$ cat config.mk
export PLATFORM = sky130hd
export DESIGN_NAME = if_fetch_queue
export DESIGN_NICKNAME = d
export VERILOG_FILES = /design/src/rtl/if_pkg.sv /design/src/rtl/fetch_fifo.sv /design/src/rtl/if_fetch_queue.sv
export SDC_FILE = /design/constraint.sdc
export NUM_CORES = 1
export LEC_CHECK = 0
export CAP_MARGIN = 20
export CORE_UTILIZATION = 57
export DETAILED_ROUTE_END_ITERATION = 8
export PLACE_DENSITY = 0.92
export SLEW_MARGIN = 20
export SYNTH_ARGS = -nofsm -noshare
export SYNTH_HDL_FRONTEND = slang
export SYNTH_SLANG_ARGS = --single-unit
export TNS_END_PERCENT = 1
$ cat constraint.sdc
create_clock -name clk -period 14.1 [get_ports clk]
set_input_delay 3.525 -clock clk [delete_from_list [all_inputs] [get_ports clk]]
set_output_delay 3.525 -clock clk [all_outputs]
set_load 0.05 [all_outputs]
$ cat src/rtl/if_pkg.sv
// Shared constants and branch-target arithmetic for the instruction-fetch stage.
package if_pkg;

  localparam int unsigned PC_INC = 4;

  // Computed at 64 bits; callers truncate to their address width for modulo wrap.
  function automatic logic [63:0] branch_target(input logic [63:0] br_pc,
                                                input logic [63:0] offset,
                                                input int unsigned off_w);
    logic [63:0]        off_shl;
    logic signed [63:0] off_sext;
    off_shl  = offset << (64 - off_w);
    off_sext = $signed(off_shl) >>> (64 - off_w);
    return br_pc + 64'(PC_INC) + (off_sext <<< 2);
  endfunction

endpackage

$ cat src/rtl/fetch_fifo.sv
// Synchronous FIFO for fetched {pc, instr} entries with single-cycle flush.
module fetch_fifo #(
  parameter int unsigned WIDTH = 64,
  parameter int unsigned DEPTH = 4,
  parameter int unsigned CNT_W = $clog2(DEPTH) + 1
) (
  input  logic             clk,
  input  logic             rst,
  input  logic             push,
  input  logic             pop,
  input  logic             flush,
  input  logic [WIDTH-1:0] wdata,
  output logic [WIDTH-1:0] rdata,
  output logic [CNT_W-1:0] count,
  output logic             full,
  output logic             empty
);

  localparam int unsigned PTR_W = $clog2(DEPTH);

  logic [WIDTH-1:0] mem_q [DEPTH];
  logic [PTR_W-1:0] head_q, head_d, tail_q, tail_d;
  logic [CNT_W-1:0] count_q, count_d;

  always_comb begin
    head_d  = head_q;
    tail_d  = tail_q;
    count_d = count_q;
    if (flush) begin
      head_d  = '0;
      tail_d  = '0;
      count_d = '0;
    end else begin
      if (push) tail_d = tail_q + 1'b1;
      if (pop)  head_d = head_q + 1'b1;
      case ({push, pop})
        2'b10:   count_d = count_q + 1'b1;
        2'b01:   count_d = count_q - 1'b1;
        default: count_d = count_q;
      endcase
    end
  end

  always_ff @(posedge clk or posedge rst) begin
    if (rst) begin
      head_q  <= '0;
      tail_q  <= '0;
      count_q <= '0;
      for (int i = 0; i < int'(DEPTH); i++) mem_q[i] <= '0;
    end else begin
      head_q  <= head_d;
      tail_q  <= tail_d;
      count_q <= count_d;
      if (push && !flush) mem_q[tail_q] <= wdata;
    end
  end

  assign rdata = mem_q[head_q];
  assign count = count_q;
  assign full  = (count_q == CNT_W'(DEPTH));
  assign empty = (count_q == '0);

endmodule

$ cat src/rtl/if_fetch_queue.sv
// Fetch stage: owns the PC, issues 1-cycle-latency memory reads and queues results for decode.
module if_fetch_queue
  import if_pkg::*;
#(
  parameter int unsigned       ADDR_W   = 32,
  parameter int unsigned       INSTR_W  = 32,
  parameter int unsigned       OFF_W    = 16,
  parameter int unsigned       DEPTH    = 4,
  parameter logic [ADDR_W-1:0] RESET_PC = '0
) (
  input  logic               clk,
  input  logic               rst,
  output logic               imem_req_valid,
  output logic [ADDR_W-1:0]  imem_req_addr,
  input  logic [INSTR_W-1:0] imem_rdata,
  input  logic               br_taken,
  input  logic [ADDR_W-1:0]  br_pc,
  input  logic [OFF_W-1:0]   br_offset,
  output logic               out_valid,
  input  logic               out_ready,
  output logic [INSTR_W-1:0] out_instr,
  output logic [ADDR_W-1:0]  out_pc
);

  localparam int unsigned CNT_W = $clog2(DEPTH) + 1;
  localparam int unsigned ENT_W = ADDR_W + INSTR_W;

  logic [ADDR_W-1:0] pc_q, pc_d, tag_q, tag_d, br_target;
  logic              inflight_q, inflight_d;
  logic              issue, push, pop, credit_ok;
  logic              fifo_full, fifo_empty;
  logic [CNT_W-1:0]  fifo_count;
  logic [ENT_W-1:0]  fifo_head;

  assign br_target = ADDR_W'(branch_target(64'(br_pc), 64'(br_offset), OFF_W));

  // Pops this cycle are not credited, keeping the issue path off the decode ready.
  assign credit_ok = ((CNT_W+1)'(fifo_count) + (CNT_W+1)'(inflight_q)) < (CNT_W+1)'(DEPTH);
  assign issue     = !rst && !br_taken && !fifo_full && credit_ok;

  assign imem_req_valid = issue;
  assign imem_req_addr  = pc_q;

  assign push      = inflight_q && !br_taken;
  assign out_valid = !fifo_empty && !br_taken;
  assign pop       = out_valid && out_ready;

  always_comb begin
    pc_d       = pc_q;
    tag_d      = tag_q;
    inflight_d = issue;
    if (br_taken) begin
      pc_d = br_target;
    end else if (issue) begin
      pc_d  = pc_q + ADDR_W'(PC_INC);
      tag_d = pc_q;
    end
  end

  always_ff @(posedge clk or posedge rst) begin
    if (rst) begin
      pc_q       <= RESET_PC;
      tag_q      <= '0;
      inflight_q <= 1'b0;
    end else begin
      pc_q       <= pc_d;
      tag_q      <= tag_d;
      inflight_q <= inflight_d;
    end
  end

  fetch_fifo #(
    .WIDTH (ENT_W),
    .DEPTH (DEPTH),
    .CNT_W (CNT_W)
  ) u_fifo (
    .clk   (clk),
    .rst   (rst),
    .push  (push),
    .pop   (pop),
    .flush (br_taken),
    .wdata ({tag_q, imem_rdata}),
    .rdata (fifo_head),
    .count (fifo_count),
    .full  (fifo_full),
    .empty (fifo_empty)
  );

  assign out_pc    = fifo_head[ENT_W-1:INSTR_W];
  assign out_instr = fifo_head[INSTR_W-1:0];

endmodule

==> reports/results.txt, run 1 <==
Simple-gate share of the synthesized area: 0.0730
Setup CP Type: in2out
Worst stage delay on the critical path: 1.00 ns
Critical Path Start: rst
Largest area contributor in the synthesized netlist: dfrtp_1
Pwr Density: 217 nW/um^2
WP buf/inv: 3
DP HPWL: 24000 um
Sw Ratio: 0.395
Synth cell types: 63
#FFs+latches synth: 328
Maximum fanout along the worst path: 54
Adder-cell share of the synthesized area: 0.0502
Tmin final: 10.14 ns
Chip Width: 171 um
Vias in the first global route: 11383
Non-Filler Instances: 1810
YS warnings: 0
Final Wtd Congestion: 0.863
Unrepaired setup endpoints after global routing: false
Clock network power share: 0.218
Register share of total power: 0.355
Asr flop ratio synth: 1.00
Synth Area in Compound Gates: 0.0541
Final worst-path cycle share: 0.719
Cell Chain, Critical Path: clkdlybuf4s50_1 -> or4_4 -> inv_2 -> clkdlybuf4s50_1
Cells after Synth: 1246
Final net count: 1554
Cell Area, Synth: 16200 sq um
P&R area growth vs syn: 20.1%
Leakage: 8.86 nW
CP arrival: 6.61 ns
Count leader, synth: dfrtp_1
TNS Setup: 0 ns
Multiplexer share of the synthesized area: 0.272
Peak supply drop: 0.114 mV
Number of iterations in the first detailed-routing pass: 7
Crit path depth: 4
Share of cells above drive strength 1: 0.284
I/O pin count: 182
Tightest Hold Check Type: reg2reg
Core region area: 27900 sq um
Number of setup buffers added after CTS: 0
Cell family with most CP delay: buffers and inverters
Int Power: 2.56 mW
Die ar.: 29200 sq um
Hold Fails Final Rpt: 0
Sink Count: 328
DR WL/cell: 20.7 um
Clock transition at the registers of the reported paths: 0.06 ns
CTS Buf Count: 34
Worst slew pin tran: 1.05 ns
Congestion Overflow GR: 0
Main area contributors after synthesis: dfrtp_1 51%, mux2_2 18%, mux4_2 8.9%
Outcome: finished clean
Switch Pwr: 1.67 mW
Clock Skews: 0.0213 ns
First-pass GRT wire length: 60000 um
Rel. slew slack: 0.295
Number of flops mapped to enable cells by yosys: 0
R2r endpoint: imem_req_addr[17]
FMAX: 0.0987 GHz
Synth cell count leaders: 328 x dfrtp_1, 258 x mux2_2, 140 x nand2_1
DRT Wirelength: 37500 um
DR DRC count: 0
Most used DFF post-synth: dfrtp_1
Post-CTS sizing: 0
Final Max Tran Viols: 0
Seq/Total Area, Yosys: 0.505
Worst Setup Start Kind: input pin
Port-buffer cells: 181
Max Cap Viol: 0
Clk_lat worst skew: 0.52 ns
Row Count: 61
Largest net degree at the start of global routing: 163
Largest family of logic cells by synthesized area: multiplexers
Syn Nets: 1394
Final Total Pwr: 4.23 mW
Clock buffer depth: 3
CP max-delay cell: clkdlybuf4s50_1
Comb pwr share: 0.427
Post-Synth XOR/XNOR Area: 0.0243
TritonCTS clock tree: built
Root Driver: clkbuf_16
RR Startpoint: inflight_q
Initial Util: 0.582
Required @ worst endpoint: 10.57 ns
Mean number of vias per cell: 6.00
Endpoints failing setup: 0
Initial DRC Count: 944
Number of inserted diodes: 0
Total GRT Usage: 0.265
Critical Path Sink: imem_req_valid
Die H: 171 um
H-Tree Depth: 2
Yosys top cell area share: 0.505
Dpl cells: 1748
Initial antenna violation count: 0
Cell repeated most along the worst path: clkdlybuf4s50_1
Avg Inst Size Synth: 13.0 sq um
Worst r2r path cells: 7
Vias: 10860
Hold buffer count at CTS: 0
CP endpoint kind: output pin
Worst R2R Setup Slack: 10.72 ns
Remaining antenna violation count: 0
## flip-flops by register name, summed over array words and instances (netlist names)
| signal | count |
|---|---|
| u_fifo.tail_q | 2 |
| tag_q | 32 |
| u_fifo.mem_q | 256 |
| u_fifo.head_q | 2 |
| imem_req_addr | 32 |
| inflight_q | 1 |
| u_fifo.count | 3 |
## metrics by stage
stage,setup WS [ns],instance area (sq um),util,hold WS (ns)
2_1_floorplan,1.49,16200,-,0.474
3_3_place_gp,4.05,18300,0.656,0.481
3_5_place_dp,4.02,18300,0.656,0.488
4_1_cts,4.00,19500,0.698,0.502
5_1_grt,3.90,19500,0.698,0.512
6_report,3.96,19500,0.698,0.500
## layer usage
metal,GRT usage,share of wire,up-vias,wire length [um]
li1,-,-,4887,-
met1,0.340,0.41,5543,15300
met2,0.461,0.50,374,18800
met3,0.0523,0.070,56,2630
met4,0.0722,0.020,0,747
met5,0,0,-,0
## cells by family after synthesis
kind of cell             Yosys count
AND/OR/NAND/NOR                  261
flip-flops                       328
AO/OA/AOI/OAI                    138
multiplexers                     329
buffers and inverters             81
XOR/XNOR                          45
adder cells (fa/ha/maj)           64
## power groups by stage
stage | Sequential, mW | Combinational [mW] | Clock, mW
floorplan | 1.49 | 1.23 | 0
global placement | 1.47 | 1.76 | 0
detailed placement | 1.50 | 1.80 | 0
CTS | 1.50 | 1.82 | 0.935
global route | 1.54 | 1.90 | 0.970
finish | 1.50 | 1.81 | 0.920
## worst min-delay path by stage
| stage | from | end | slack (ns) | cells past startpoint |
|---|---|---|---|---|
| floorplan | u_fifo.mem_q[108] | u_fifo.mem_q[108] | 0.47 | 1 |
| global placement | u_fifo.mem_q[138] | u_fifo.mem_q[138] | 0.48 | 1 |
| detailed placement | u_fifo.mem_q[151] | u_fifo.mem_q[151] | 0.49 | 1 |
| CTS | u_fifo.mem_q[131] | u_fifo.mem_q[131] | 0.50 | 1 |
| global route | u_fifo.mem_q[109] | u_fifo.mem_q[109] | 0.51 | 1 |
| finish | u_fifo.mem_q[131] | u_fifo.mem_q[131] | 0.50 | 1 |
## cells in the final DEF, fill, tap and decap left out, types with 4 or more instances in the layout
cell / count
o21ai_0: 17
clkbuf_8: 7
clkbuf_16: 37
inv_1: 16
and3_1: 8
o211ai_1: 4
ha_1: 62
a21o_1: 7
nand2_1: 136
o21a_1: 5
o21ai_1: 4
mux2i_1: 6
mux2_2: 258
xor2_1: 23
clkbuf_1: 7
nor2_1: 39
nand2b_1: 4
buf_4: 4
nand3_1: 18
mux4_2: 64
nand2_4: 4
xnor2_1: 22
or3_1: 4
a221oi_1: 4
clkinv_2: 6
nand4_1: 13
a21oi_1: 62
nor3_1: 16
o22ai_1: 9
dfrtp_1: 326
clkdlybuf4s50_1: 180
## worst reg2reg max path, cell delays in order, from the launching register on
cell      delay [ns]
dfrtp_1         0.50
and3_1          0.25
or4_4           0.67
inv_2           0.77
nor2_1          0.49
a21oi_1         0.26
nor2_1          0.07
a211oi_1        0.26
## final cells by class
cell class / count / area (sq um)
clock buffer: 51 / 1050
timing repair buffer: 186 / 1850
tap: 378 / 473
multi-input combinational: 837 / 7720
fill: 1852 / 8430
sequential: 328 / 8220
clock inverter: 11 / 114
inverter: 19 / 83.8
(Power assumes the default switching activity.)
==> inputs of run 2 (changes only) <==
- CORE_UTILIZATION: 57 -> 51
- PLACE_DENSITY: 0.92 -> 0.87
- clock period: 14.1 -> 8.4 ns (I/O delays scaled with it)
==> run 2 against run 1 <==
Count of clock-buffer cells in the layout rose by 3. First-iteration DRC count shrank 0.11%. Combinational power is 66% higher. Via count fell by 0.65%. Global-route usage down 3.4 points. Highest routed layer is now met5.
==> reports/results.txt, run 2 (synthesis gave the netlist of run 1 again) <==
Outcome: finished clean
Required @ worst endpoint: 6.30 ns (-4.27 ns)
Cell family with most CP delay: buffers and inverters
Post-CTS sizing: 0 (unchanged)
Port-buffer cells: 181 (unchanged)
I/O pin count: 182 (unchanged)
Max Cap Viol: 0 (unchanged)
Maximum fanout along the worst path: 39 (-28%)
CP max-delay cell: clkdlybuf4s50_1
Chip Width: 180 um (+5.7%)
DP HPWL: 23800 um (-0.61%)
Root Driver: clkbuf_16
Initial DRC Count: 943 (-0.11%)
Endpoints failing setup: 0 (unchanged)
Clock Skews: 0.0200 ns (-0.00126 ns)
Leakage: 8.87 nW (about the same)
Clock transition at the registers of the reported paths: 0.05 ns (about the same)
Worst slew pin tran: 1.08 ns (+0.0310 ns)
Number of setup buffers added after CTS: 0 (unchanged)
TritonCTS clock tree: built
Final Total Pwr: 7.04 mW (+67%)
CTS Buf Count: 35 (+2.9%)
Peak supply drop: 0.200 mV (+75%)
Initial Util: 0.524 (-0.0573)
Final Max Tran Viols: 0 (unchanged)
WP buf/inv: 3 (unchanged)
Pwr Density: 361 nW/um^2 (+66%)
DR DRC count: 0 (unchanged)
Final worst-path cycle share: 0.762
Area post-placement: 18400 sq um (+0.25%)
Sink Count: 328 (unchanged)
Vias: 10789 (-0.65%)
Congestion Overflow GR: 0 (unchanged)
FMAX: 0.156 GHz
Worst Setup Start Kind: input pin
Number of inserted diodes: 0 (unchanged)
CP endpoint kind: output pin
Rel. slew slack: 0.275 (-0.0208)
Remaining antenna violation count: 0 (unchanged)
Setup CP Type: in2out
Biggest register: u_fifo.mem_q
Clock buffer depth: 3 (unchanged)
Design area: 19500 sq um (+0.15%)
CP arrival: 4.30 ns (-2.31 ns)
Max reg flops: 256 (unchanged)
First-pass GRT wire length: 60100 um (+0.10%)
Tmin final: 6.40 ns
Die ar.: 32600 sq um (+12%)
Number of iterations in the first detailed-routing pass: 5 (-2)
Hold buffer count at CTS: 0 (unchanged)
Tightest Hold Check Type: reg2reg
Mean number of vias per cell: 5.90 (-1.7%)
Row Count: 64 (+4.9%)
Initial antenna violation count: 1 (+1)
Final net count: 1558 (+0.26%)
H-Tree Depth: 2 (unchanged)
Worst stage delay on the critical path: 0.83 ns (-0.17 ns)
Hold Fails Final Rpt: 0 (unchanged)
DRT Wirelength: 37000 um (-1.3%)
Commonest cells after routing, fill and taps aside: 326 x dfrtp_1, 258 x mux2_2, 180 x clkdlybuf4s50_1
P&R area growth vs syn: 20.2%
Total GRT Usage: 0.232 (-0.0336)
Final Wtd Congestion: 0.886 (+2.6%)
Cell Chain, Critical Path: clkdlybuf4s50_1 -> or4_4 -> inv_2 -> clkdlybuf4s50_1
Clk_lat worst skew: 0.51 ns (about the same)
Largest net degree at the start of global routing: 195 (+20%)
DR WL/cell: 20.2 um (-2.3%)
Vias in the first global route: 11260 (-1.1%)
Most common library cell in the layout ignoring fill and taps: dfrtp_1
Core region area: 31000 sq um (+11%)
Share of cells above drive strength 1: 0.283 (-0.00109)
Unrepaired setup endpoints after global routing: false
TNS Setup: 0 ns (unchanged)
Die H: 180 um (+5.7%)
Cell repeated most along the worst path: clkdlybuf4s50_1
==> run 2: cell count changes in the layout (fill, tap and decap cells not counted) <==
| cell | previous run | this run |
|---|---|---|
| clkinv_4 | 1 | 0 |
| clkbuf_1 | 7 | 10 |
| clkinv_8 | 1 | 0 |
| bufinv_16 | 2 | 1 |
| buf_4 | 4 | 5 |
| buf_12 | 0 | 1 |
| buf_16 | 0 | 1 |
| clkinv_2 | 6 | 5 |
==> run 2: layer usage <==
metal / vias to the layer above / share of wire / GRT usage
met5: - / 0.00035 / 0
met4: 2 / 0.019 / 0.0632
met3: 52 / 0.064 / 0.0424
met2: 370 / 0.49 / 0.390
met1: 5458 / 0.43 / 0.309
li1: 4907 / - / -
==> run 2: final timing paths <==
kind	from	end	depth (start not counted)	slack [ns]
max	rst	imem_req_valid	4	2.00
min	u_fifo.mem_q[161]	u_fifo.mem_q[161]	1	0.50
max reg2reg	inflight_q	imem_req_addr[20]	8	5.36
min reg2reg	u_fifo.mem_q[161]	u_fifo.mem_q[161]	1	0.50
max in group asynchronous	rst	u_fifo.mem_q[194]	4	5.14
min in group asynchronous	rst	u_fifo.mem_q[32]	2	1.95
==> run 2: area by class of cell <==
cell class	instances	area, sq um
Clock buffer	54	1060
Clock inverter	7	62.6
Fill cell	2268	11500
Inverter	19	75.1
Multi-Input combinational cell	837	7720
Sequential cell	328	8220
Tap cell	396	495
Timing Repair Buffer	189	1900
==> run 2: report_power, final <==
| part | total (mW) | leakage (nW) | internal, mW | switching [mW] |
|---|---|---|---|---|
| Clock | 1.50 | 0.552 | 0.898 | 0.605 |
| Sequential | 2.53 | 4.23 | 2.09 | 0.441 |
| Combinational | 3.01 | 4.08 | 1.28 | 1.73 |
==> run 2: stage by stage <==
| step | worst slack, ns | cells | utilization | hold WS, ns |
|---|---|---|---|---|
| global route | 1.94 | 1830 | 0.630 | 0.509 |
| detailed placement | 2.00 | 1768 | 0.593 | 0.487 |
| floorplan | 1.92 | 1246 | - | 0.474 |
| finish | 2.00 | 1830 | 0.630 | 0.499 |
| CTS | 2.00 | 1829 | 0.629 | 0.499 |
| global placement | 2.00 | 1768 | 0.593 | 0.481 |
==> run 2: worst register-to-register path, cell delays in order (launching register included) <==
cell and delay [ns]:
dfrtp_1 0.51, and3_1 0.25, or4_4 0.66, inv_2 0.15, buf_4 0.46, nor2_1 0.41
a21oi_1 0.23, nor2_1 0.05, a221oi_1 0.20
